### src/rtl/com_pkg.sv
// Shared definitions for the COM FIFO controller: status bit positions,
// register-select encodings, TX state encoding and the status word builder.
package com_pkg;

  // Register select (physical address bit 2)
  localparam logic REG_DATA   = 1'b0;
  localparam logic REG_STATUS = 1'b1;

  // Status word bit positions
  localparam int unsigned STAT_TX_NFULL  = 0;
  localparam int unsigned STAT_RX_NEMPTY = 1;
  localparam int unsigned STAT_OVERRUN   = 2;
  localparam int unsigned STAT_RX_IE     = 3;
  localparam int unsigned STAT_TX_IE     = 4;

  // Cycles spent in WAIT_BUSY before giving up on txdBusy_i
  localparam int unsigned TX_BUSY_TIMEOUT = 4;

  typedef enum logic [1:0] {
    TX_IDLE      = 2'd0,
    TX_START     = 2'd1,
    TX_WAIT_BUSY = 2'd2,
    TX_WAIT_IDLE = 2'd3
  } tx_state_t;

  function automatic logic [31:0] status_word(input logic tx_nfull,
                                              input logic rx_nempty,
                                              input logic overrun,
                                              input logic rx_ie,
                                              input logic tx_ie);
    logic [31:0] w;
    w                 = '0;
    w[STAT_TX_NFULL]  = tx_nfull;
    w[STAT_RX_NEMPTY] = rx_nempty;
    w[STAT_OVERRUN]   = overrun;
    w[STAT_RX_IE]     = rx_ie;
    w[STAT_TX_IE]     = tx_ie;
    return w;
  endfunction

endpackage

### src/rtl/sync_fifo.sv
// Single-clock FIFO with show-ahead head output. DEPTH must be a power of
// two (>= 2) so pointers wrap naturally. A simultaneous push and pop always
// both succeed; on an empty FIFO the pushed word passes straight to head.
module sync_fifo #(
  parameter int unsigned WIDTH = 8,
  parameter int unsigned DEPTH = 16
) (
  input  logic                     clk,
  input  logic                     rst,
  input  logic                     push,
  input  logic                     pop,
  input  logic [WIDTH-1:0]         din,
  output logic [WIDTH-1:0]         head,
  output logic                     full,
  output logic                     empty,
  output logic [$clog2(DEPTH):0]   count
);

  localparam int unsigned AW = $clog2(DEPTH);
  localparam logic [AW:0] FULL_CNT = (AW+1)'(DEPTH);

  logic [WIDTH-1:0] mem [DEPTH];
  logic [AW-1:0]    wr_ptr;
  logic [AW-1:0]    rd_ptr;
  logic [AW:0]      cnt_q;
  logic             bypass;
  logic             do_push;
  logic             do_pop;

  assign empty = (cnt_q == '0);
  assign full  = (cnt_q == FULL_CNT);
  assign count = cnt_q;

  // Push and pop on an empty FIFO cancel: the word goes straight through.
  assign bypass  = empty & push & pop;
  assign do_pop  = pop & ~empty;
  assign do_push = push & (~full | do_pop) & ~bypass;

  assign head = empty ? din : mem[rd_ptr];

  // Storage write
  always_ff @(posedge clk) begin
    if (do_push) mem[wr_ptr] <= din;
  end

  // Pointer and occupancy update
  always_ff @(posedge clk) begin
    if (rst) begin
      wr_ptr <= '0;
      rd_ptr <= '0;
      cnt_q  <= '0;
    end else begin
      if (do_push) wr_ptr <= wr_ptr + 1'b1;
      if (do_pop)  rd_ptr <= rd_ptr + 1'b1;
      case ({do_push, do_pop})
        2'b10:   cnt_q <= cnt_q + 1'b1;
        2'b01:   cnt_q <= cnt_q - 1'b1;
        default: cnt_q <= cnt_q;
      endcase
    end
  end

endmodule

### src/rtl/com_fifo_ctrl.sv
// COM port FIFO controller: CPU DATA/STATUS register interface, RX and TX
// byte FIFOs, transmitter handshake FSM and level interrupt.
// Optional: define COM_FIFO_OVERRUN_FLAG_EN for a sticky RX overrun flag
// (status bit2, cleared by a STATUS read).
module com_fifo_ctrl
  import com_pkg::*;
#(
  parameter int unsigned RX_DEPTH = 16,
  parameter int unsigned TX_DEPTH = 16
) (
  input  logic        clk,
  input  logic        rst,
  input  logic        enable_i,
  input  logic        readEnable_i,
  input  logic        mode_i,
  input  logic [31:0] dataSave_i,
  output logic [31:0] dataLoad_o,
  output logic        int_o,
  input  logic        rxdReady_i,
  input  logic [7:0]  rxdData_i,
  input  logic        txdBusy_i,
  output logic        txdStart_o,
  output logic [7:0]  txdData_o
);

  localparam logic [1:0] WB_LAST = 2'(TX_BUSY_TIMEOUT - 1);

  logic                      rd_data;
  logic                      rd_status;
  logic                      wr_data;
  logic                      wr_status;

  logic [7:0]                rx_head;
  logic                      rx_full;
  logic                      rx_empty;
  logic [$clog2(RX_DEPTH):0] rx_count;
  logic                      rx_pop;

  logic [7:0]                tx_head;
  logic                      tx_full;
  logic                      tx_empty;
  logic [$clog2(TX_DEPTH):0] tx_count;
  logic                      tx_pop;

  logic                      rx_ie;
  logic                      tx_ie;
  logic                      ovr_flag;
  tx_state_t                 tx_state;
  logic [1:0]                wb_cnt;

  logic                      unused_ok;

  // Access decode: one strobe cycle is one access
  assign rd_data   = enable_i &  readEnable_i & (mode_i == REG_DATA);
  assign rd_status = enable_i &  readEnable_i & (mode_i == REG_STATUS);
  assign wr_data   = enable_i & ~readEnable_i & (mode_i == REG_DATA);
  assign wr_status = enable_i & ~readEnable_i & (mode_i == REG_STATUS);

  assign rx_pop = rd_data & ~rx_empty;
  assign tx_pop = (tx_state == TX_START);

  sync_fifo #(
    .WIDTH (8),
    .DEPTH (RX_DEPTH)
  ) u_rx_fifo (
    .clk   (clk),
    .rst   (rst),
    .push  (rxdReady_i),
    .pop   (rx_pop),
    .din   (rxdData_i),
    .head  (rx_head),
    .full  (rx_full),
    .empty (rx_empty),
    .count (rx_count)
  );

  sync_fifo #(
    .WIDTH (8),
    .DEPTH (TX_DEPTH)
  ) u_tx_fifo (
    .clk   (clk),
    .rst   (rst),
    .push  (wr_data),
    .pop   (tx_pop),
    .din   (dataSave_i[7:0]),
    .head  (tx_head),
    .full  (tx_full),
    .empty (tx_empty),
    .count (tx_count)
  );

  // Read data mux: RX head for DATA, status word for STATUS, else zero
  always_comb begin
    dataLoad_o = '0;
    if (rd_data && !rx_empty) begin
      dataLoad_o = {24'b0, rx_head};
    end else if (rd_status) begin
      dataLoad_o = status_word(~tx_full, ~rx_empty, ovr_flag, rx_ie, tx_ie);
    end
  end

  // Interrupt enables written through STATUS
  always_ff @(posedge clk) begin
    if (rst) begin
      rx_ie <= 1'b1;
      tx_ie <= 1'b0;
    end else if (wr_status) begin
      rx_ie <= dataSave_i[STAT_RX_IE];
      tx_ie <= dataSave_i[STAT_TX_IE];
    end
  end

`ifdef COM_FIFO_OVERRUN_FLAG_EN
  logic ovr_q;
  logic rx_drop;

  assign rx_drop = rxdReady_i & rx_full & ~rx_pop;

  // Sticky overrun; a drop coinciding with a STATUS read keeps it set
  always_ff @(posedge clk) begin
    if (rst) begin
      ovr_q <= 1'b0;
    end else if (rx_drop) begin
      ovr_q <= 1'b1;
    end else if (rd_status) begin
      ovr_q <= 1'b0;
    end
  end

  assign ovr_flag = ovr_q;
`else
  assign ovr_flag = 1'b0;
`endif

  // Transmit handshake FSM with registered start strobe and data
  always_ff @(posedge clk) begin
    if (rst) begin
      tx_state   <= TX_IDLE;
      txdStart_o <= 1'b0;
      txdData_o  <= '0;
      wb_cnt     <= '0;
    end else begin
      txdStart_o <= 1'b0;
      case (tx_state)
        TX_IDLE: begin
          if (!tx_empty && !txdBusy_i) begin
            tx_state   <= TX_START;
            txdStart_o <= 1'b1;
            txdData_o  <= tx_head;
          end
        end
        TX_START: begin
          tx_state <= TX_WAIT_BUSY;
          wb_cnt   <= '0;
        end
        TX_WAIT_BUSY: begin
          if (txdBusy_i) begin
            tx_state <= TX_WAIT_IDLE;
          end else if (wb_cnt == WB_LAST) begin
            tx_state <= TX_IDLE;
          end else begin
            wb_cnt <= wb_cnt + 1'b1;
          end
        end
        TX_WAIT_IDLE: begin
          if (!txdBusy_i) tx_state <= TX_IDLE;
        end
        default: tx_state <= TX_IDLE;
      endcase
    end
  end

  // Registered level interrupt
  always_ff @(posedge clk) begin
    if (rst) begin
      int_o <= 1'b0;
    end else begin
      int_o <= (rx_ie & ~rx_empty) | (tx_ie & tx_empty & (tx_state == TX_IDLE));
    end
  end

  assign unused_ok = ^{dataSave_i[31:8], rx_count, tx_count, rx_full};

endmodule

### config.mk
export PLATFORM = sky130hd
export DESIGN_NAME = com_fifo_ctrl
export DESIGN_NICKNAME = d
export VERILOG_FILES = /design/src/rtl/com_pkg.sv /design/src/rtl/sync_fifo.sv /design/src/rtl/com_fifo_ctrl.sv
export SDC_FILE = /design/constraint.sdc
export NUM_CORES = 1
export LEC_CHECK = 0
export CORE_UTILIZATION = 58
export DETAILED_ROUTE_END_ITERATION = 10
export PLACE_DENSITY = 0.79
export SLEW_MARGIN = 40
export SYNTH_ARGS = -nofsm -noshare
export SYNTH_HDL_FRONTEND = slang
export SYNTH_SLANG_ARGS = --single-unit
### constraint.sdc
create_clock -name clk -period 4 [get_ports clk]
set_input_delay 0.6 -clock clk [delete_from_list [all_inputs] [get_ports clk]]
set_output_delay 0.6 -clock clk [all_outputs]
set_load 0.02 [all_outputs]
* Yosys cells after proc, flatten, opt, wreduce, memory -nomap -nowiden
Memories as Yosys holds them, arrays and structs flattened. A register that Yosys moved wholly into a read port is not among the register bits.
Index checks and enable logic that the tools add are counted.
** Storage, ports and cells
- Memories kept :: 2
- Logic and storage cells :: 105
- Bits in registers :: 34
- RAM bits :: 256
** Operators by class
- Reductions and logical operators :: 15
- Eq/ne operators :: 15
- Add/subtract/negate cells :: 9
- Muxes and demuxes :: 20
- Bitwise gates (word level) :: 32
** Memory list
- u_rx_fifo.mem :: depth 16, width 8, read ports 1, clocked after memory_dff 1, wr ports 1, line sync_fifo.sv:22 : logic [WIDTH-1:0] mem [DEPTH];
- u_tx_fifo.mem :: depth 16, width 8, read ports 1, clocked after memory_dff 1, wr ports 1, line sync_fifo.sv:22
** Operators with widths (number)
- 32-bit two-way mux :: 1
- 1-bit bitwise AND :: 20
- 5-bit one-hot mux with 2 select lines :: 2
- 4-bit by 1-bit adder with 4-bit output, second input constant :: 4
- 2-bit two-way mux :: 6
- 5-bit by 1-bit adder with 5-bit output, second input constant :: 2
- 2-bit equality test, second input constant :: 5
- 5-bit equality test, second input constant :: 2
- 5-bit logical NOT :: 2
- 5-bit by 1-bit subtractor with 5-bit output, second input constant :: 2
- 1-bit inverter :: 9
- 4-bit two-way mux :: 2
- 8-bit two-way mux :: 1
- 2-bit inequality test, second input constant :: 4
- 2-bit one-hot mux with 4 select lines :: 1
- 2-bit by 1-bit equality test with 1-bit output, second input constant :: 3
- 3-bit AND reduction :: 2
- 2-bit nonzero test :: 3
- 1-bit two-way mux :: 5
- 5-bit two-way mux :: 1
- 2-bit one-hot mux with 2 select lines :: 1
- 1-bit logical NOT :: 3
- 3-bit inequality test, second input constant :: 1
- 1-bit bitwise OR :: 3
- 5 further kinds :: 6

* Depth between registers and ports, before layout
- Depth after elaboration :: 9
- Gate-level depth with buffers :: 14

* Cells and area by module
From an unflattened synthesis, not the netlist that was laid out.
** Unflattened totals
- Cell total of the unflattened synthesis :: 778
- Area, all modules :: 12888.6 µm²
** Modules (own cells, without submodules)
- sync_fifo :: instances 2, seq. area each 4184.0 µm², cells each 330, area an instance 5972.0 µm²
- com_fifo_ctrl :: instances 1, seq. area each 320.3 µm², cells each 118, area an instance 944.7 µm²

* Least setup slack after synthesis
Ideal clock, no wire load.
- Path kind :: flip-flop to flip-flop
- From :: reg u_tx_fifo.cnt_q[1] (netlist: u_tx_fifo.count[1])
- To :: reg u_tx_fifo.cnt_q[4] (netlist: u_tx_fifo.count[4])
- Data required time :: 3.879 ns
- Arrival time :: 3.075 ns
- Setup time :: 0.121 ns
- Setup slack :: 0.804 ns
- Stages on the path, launching flop included :: 15
- Buffers on the path :: 4
- Cell sequence :: dfxtp_1 > buf_2 > or4_1 > buf_4 > o21ba_2 > clkbuf_1 > ha_1 > clkbuf_1 > xor2_1 > ha_1 > a211o_1 > nand2_1 > nand3b_1 > a31oi_1 > mux2_2
** Between the ends
- Cells in the longest elaborated chain, start to end :: 8
** RTL lines
- start, declared :: line sync_fifo.sv:25 : logic [AW:0] cnt_q;
- start signal, assigned :: line sync_fifo.sv:56 : 2'b10: cnt_q <= cnt_q + 1'b1;
- start signal, assigned :: line sync_fifo.sv:57 : 2'b01: cnt_q <= cnt_q - 1'b1;
- start signal, assigned :: line sync_fifo.sv:58 : default: cnt_q <= cnt_q;
- 5-bit logical NOT * :: line sync_fifo.sv:30 : assign empty = (cnt_q == '0);
- 1-bit inverter * :: line sync_fifo.sv:36 : assign do_pop = pop & ~empty;
- 1-bit bitwise AND * :: line sync_fifo.sv:36
- via u_tx_fifo.do_pop :: line sync_fifo.sv:28 : logic do_pop;
- 1-bit bitwise OR :: line sync_fifo.sv:37 : assign do_push = push & (~full | do_pop) & ~bypass;
- 1-bit bitwise AND (2 in a row) :: line sync_fifo.sv:37
- 2-bit by 1-bit equality test with 1-bit output / 2-bit equality test (equally long branches) :: line sync_fifo.sv:55 : case ({do_push, do_pop})
- 5-bit one-hot mux with 2 select lines / 2-bit nonzero test (equally long branches)
The timed path passes the listed nets; every way through them passes the cells marked *.
A chain may end at the register's enable or synchronous reset.

==> flow_summary.toml <==
[floorplan]
core-area_um2 = 21000
fp-row-count = 53
die_area_um2 = 22000
io_pins = 89
die_width_um = 148
initial_core_util_pct = 59.2
die_h_um = 148

[grt]
overflow = 0
track_usage_pct = 23.9
grt_pass1_vias = 6754
grt_first_pass_wirelength_um = 39000
antenna_found_initial = 0
grt_max_degree = 31

[synth]
synthMuxAreaShare_pct = 14.4
ys_seq_elements = 302
synth_top_area_cell = "edfxtp_1"
synthTopCellsByArea = "edfxtp_1 62%, mux4_2 12%, dfxtp_1 7.4%"
synth_compound_area_share_pct = 4.00
synth_xor_xnor_area_share_pct = 1.34
synth-edff-count = 256
synthAdderAreaFrac_pct = 1.91
yosys.area_share.simple_pct = 5.64
netlist_area_um2 = 12400
ys_types = 49
ys.flop_type = "edfxtp_1"
postSynthCellCount = 726
syn_avg_cell_area_um2 = 17.1
async_flop_share_pct = 0
yosysSeqAreaShare_pct = 69.2
yosys_warnings = 0
yosys.area.top_type_share_pct = 61.8
synth_top_family_by_area = "multiplexers"

[pwr]
irDropWorstVdd_uv = 344
power_density_nw_per_um2 = 450
p_total_mw = 6.35
leakagePower_nw = 4.62

[route]
firstDrtPassIters = 5
final_antenna_net_count = 0
drc = 0
via_per_inst = 6.19
routed_wl_um = 25300
drt_iter0_drc = 562
vias = 6744
avgRoutedWirePerCell_um = 23.2

[critical_path]
rrSetupSlack_ns = 0.70
startpoint_type = "register"
critical_path_class = "reg2out"
critPathCaptureType = "output pin"
crit_fanout = 17
crit_arrival_ns = 3.06
required_ns = 3.40

[clock_tree]
clkSinkCount = 302
cts_hold_buf = 0
cts_buffers = 29
cts_buffer_depth = 3
clk-insertion-delay-late_ns = 0.54
cts-root-buf = "clkbuf_16"
cts_setup_buffers = 0
cts_resized = 0
cts_tree = "done"
clk_pin_slew_worst_paths_ns = 0.06
h-tree-depth = 1

[cells_and_area]
fin_nets = 859
num-fill-cells = 1320
num_antenna_cells = 0
area_growth_pct = 13.4
drive_gt1_share_pct = 20.2

[timing]
fin_crit_ns = 3.66
tns_ns = 0
fin_crit_sh_pct = 91.6
finalHoldViolCount = 0
clock_skew_ns = 0.0131
setup_violations = 0
slew_headroom_pct = 50.9
drv_slew = 0
tightest_slew_ns = 0.735
clock.fmax_mhz = 273
rsz0062_at_grt = "false"

[run]
cap_viol_max_count = 0

[placement]
gp_congestion = 0.774
port_buffers = 40
post-dp-hpwl_um = 15700

[run_status]
status = "finished, final reports clean"

[hold_path]
hp-class = "in2reg"
==> registers in the layout, summed over array words and instances, names as in the netlist, named ones only <==
name	cells
u_rx_fifo.wr_ptr	4
u_tx_fifo.count	5
tx_ie	1
u_rx_fifo.rd_ptr	4
int_o	1
u_tx_fifo.mem	128
txdStart_o	1
wb_cnt	2
u_tx_fifo.rd_ptr	4
u_rx_fifo.mem	128
u_rx_fifo.count	5
rx_ie	1
u_tx_fifo.wr_ptr	4
tx_state	2
txdData_o	8
==> cell usage after synthesis, drive strengths merged, types with 2 or more instances <==
cell type,number
nor2b,5
o221ai,8
ha,19
a22oi,2
a211o,4
or3,4
o22ai,3
o211ai,2
xor2,13
mux2,4
nor2,55
dfxtp,46
nand3b,12
and3,2
buf,42
mux2i,31
nand2,17
nand2b,10
xnor2,6
clkbuf,25
a211oi,9
or4,2
a21oi,17
a21o,2
nor4,7
edfxtp,256
and2,4
inv,15
mux4,64
nand4,5
nor3,9
o21ai,10
a31oi,2
nor3b,4
==> worst max-delay path: stages, from the launching register on <==
cell,delay (ns)
dfxtp_1,0.31
buf_4,0.32
mux4_2,0.56
mux2_2,0.28
a21oi_1,0.31
o21ai_0,0.17
clkdlybuf4s50_1,0.57
==> kinds of logic after synthesis <==
| kind of cell | count (synthesis) |
|---|---|
| mux | 99 |
| flops | 302 |
| fa+ha+maj | 19 |
| xor+xnor | 19 |
| compound gates | 66 |
| other cells | 1 |
| simple gates | 138 |
| buf+inv | 82 |
==> path summary, 6_finish.rpt <==
check,cells past startpoint,startpoint,to
worst max-delay path,6,register,dataLoad_o[3]
worst min-delay path,2,rst,u_rx_fifo.count[1]$_SDFFE_PP0P_
worst max register to register,11,u_tx_fifo.count[1]$_SDFFE_PP0P_,u_tx_fifo.count[4]$_SDFFE_PP0P_
worst min register to register,2,txdData_o[0]$_SDFFE_PP0P_,txdData_o[0]$_SDFFE_PP0P_
==> report_power, final <==
group          internal, mW  switching (mW)  total, mW
logic                 0.113           0.182      0.296
clock network          1.46            1.12       2.58
registers              3.45          0.0286       3.48
total                  5.03            1.33       6.35
==> cells in the final DEF (no fill, tap or decap), types with 8 or more instances in the layout <==
| cell type | netlist | routed |
|---|---|---|
| inv_1 | 15 | 15 |
| clkdlybuf4s50_1 | 0 | 39 |
| edfxtp_1 | 256 | 256 |
| a211oi_1 | 9 | 9 |
| nand2_1 | 17 | 17 |
| nor3_1 | 9 | 9 |
| xor2_1 | 13 | 13 |
| clkbuf_1 | 25 | 9 |
| dfxtp_1 | 46 | 44 |
| conb_1 | 1 | 24 |
| a21oi_1 | 17 | 17 |
| ha_1 | 19 | 19 |
| nand3b_1 | 12 | 12 |
| o221ai_2 | 8 | 8 |
| mux4_2 | 64 | 64 |
| nor2_1 | 54 | 54 |
| clkbuf_16 | 0 | 29 |
| buf_4 | 25 | 39 |
| nand2b_1 | 10 | 10 |
| mux2i_1 | 31 | 31 |
| o21ai_0 | 10 | 10 |
==> per-stage QoR <==
step | hold slack (ns) | utilization (%) | cell area, µm² | std cells | setup slack [ns]
final | 0.474 | 67.1 | 14100 | 1090 | 0.335
after global routing | 0.493 | 67.1 | 14100 | 1090 | 0.222
after CTS | 0.465 | 67.1 | 14100 | 1090 | 0.170
after detailed placement | 0.493 | 62.9 | 13200 | 1037 | 0.154
after global placement | 0.479 | 62.9 | 13200 | 1037 | 0.272
after floorplan | 0.468 | - | 12500 | 749 | 0.804
==> cell type report <==
| cell class | instances | area, µm² | share of cell area (%) |
|---|---|---|---|
| Tap cell | 275 | 344 | 2.44 |
| Clock inverter | 12 | 97.6 | 0.691 |
| Timing Repair Buffer | 80 | 708 | 5.02 |
| Clock buffer | 41 | 801 | 5.67 |
| Sequential cell | 302 | 8610 | 61.0 |
| Multi-Input combinational cell | 365 | 3500 | 24.8 |
| Inverter | 15 | 56.3 | 0.399 |
==> layer usage <==
metal / routed length, µm / track usage [%]
met5: 0 / 0
met4: 500 / 6.86
met3: 1750 / 2.79
met2: 12700 / 39.7
met1: 10300 / 33.8
(Power assumes the default switching activity.)
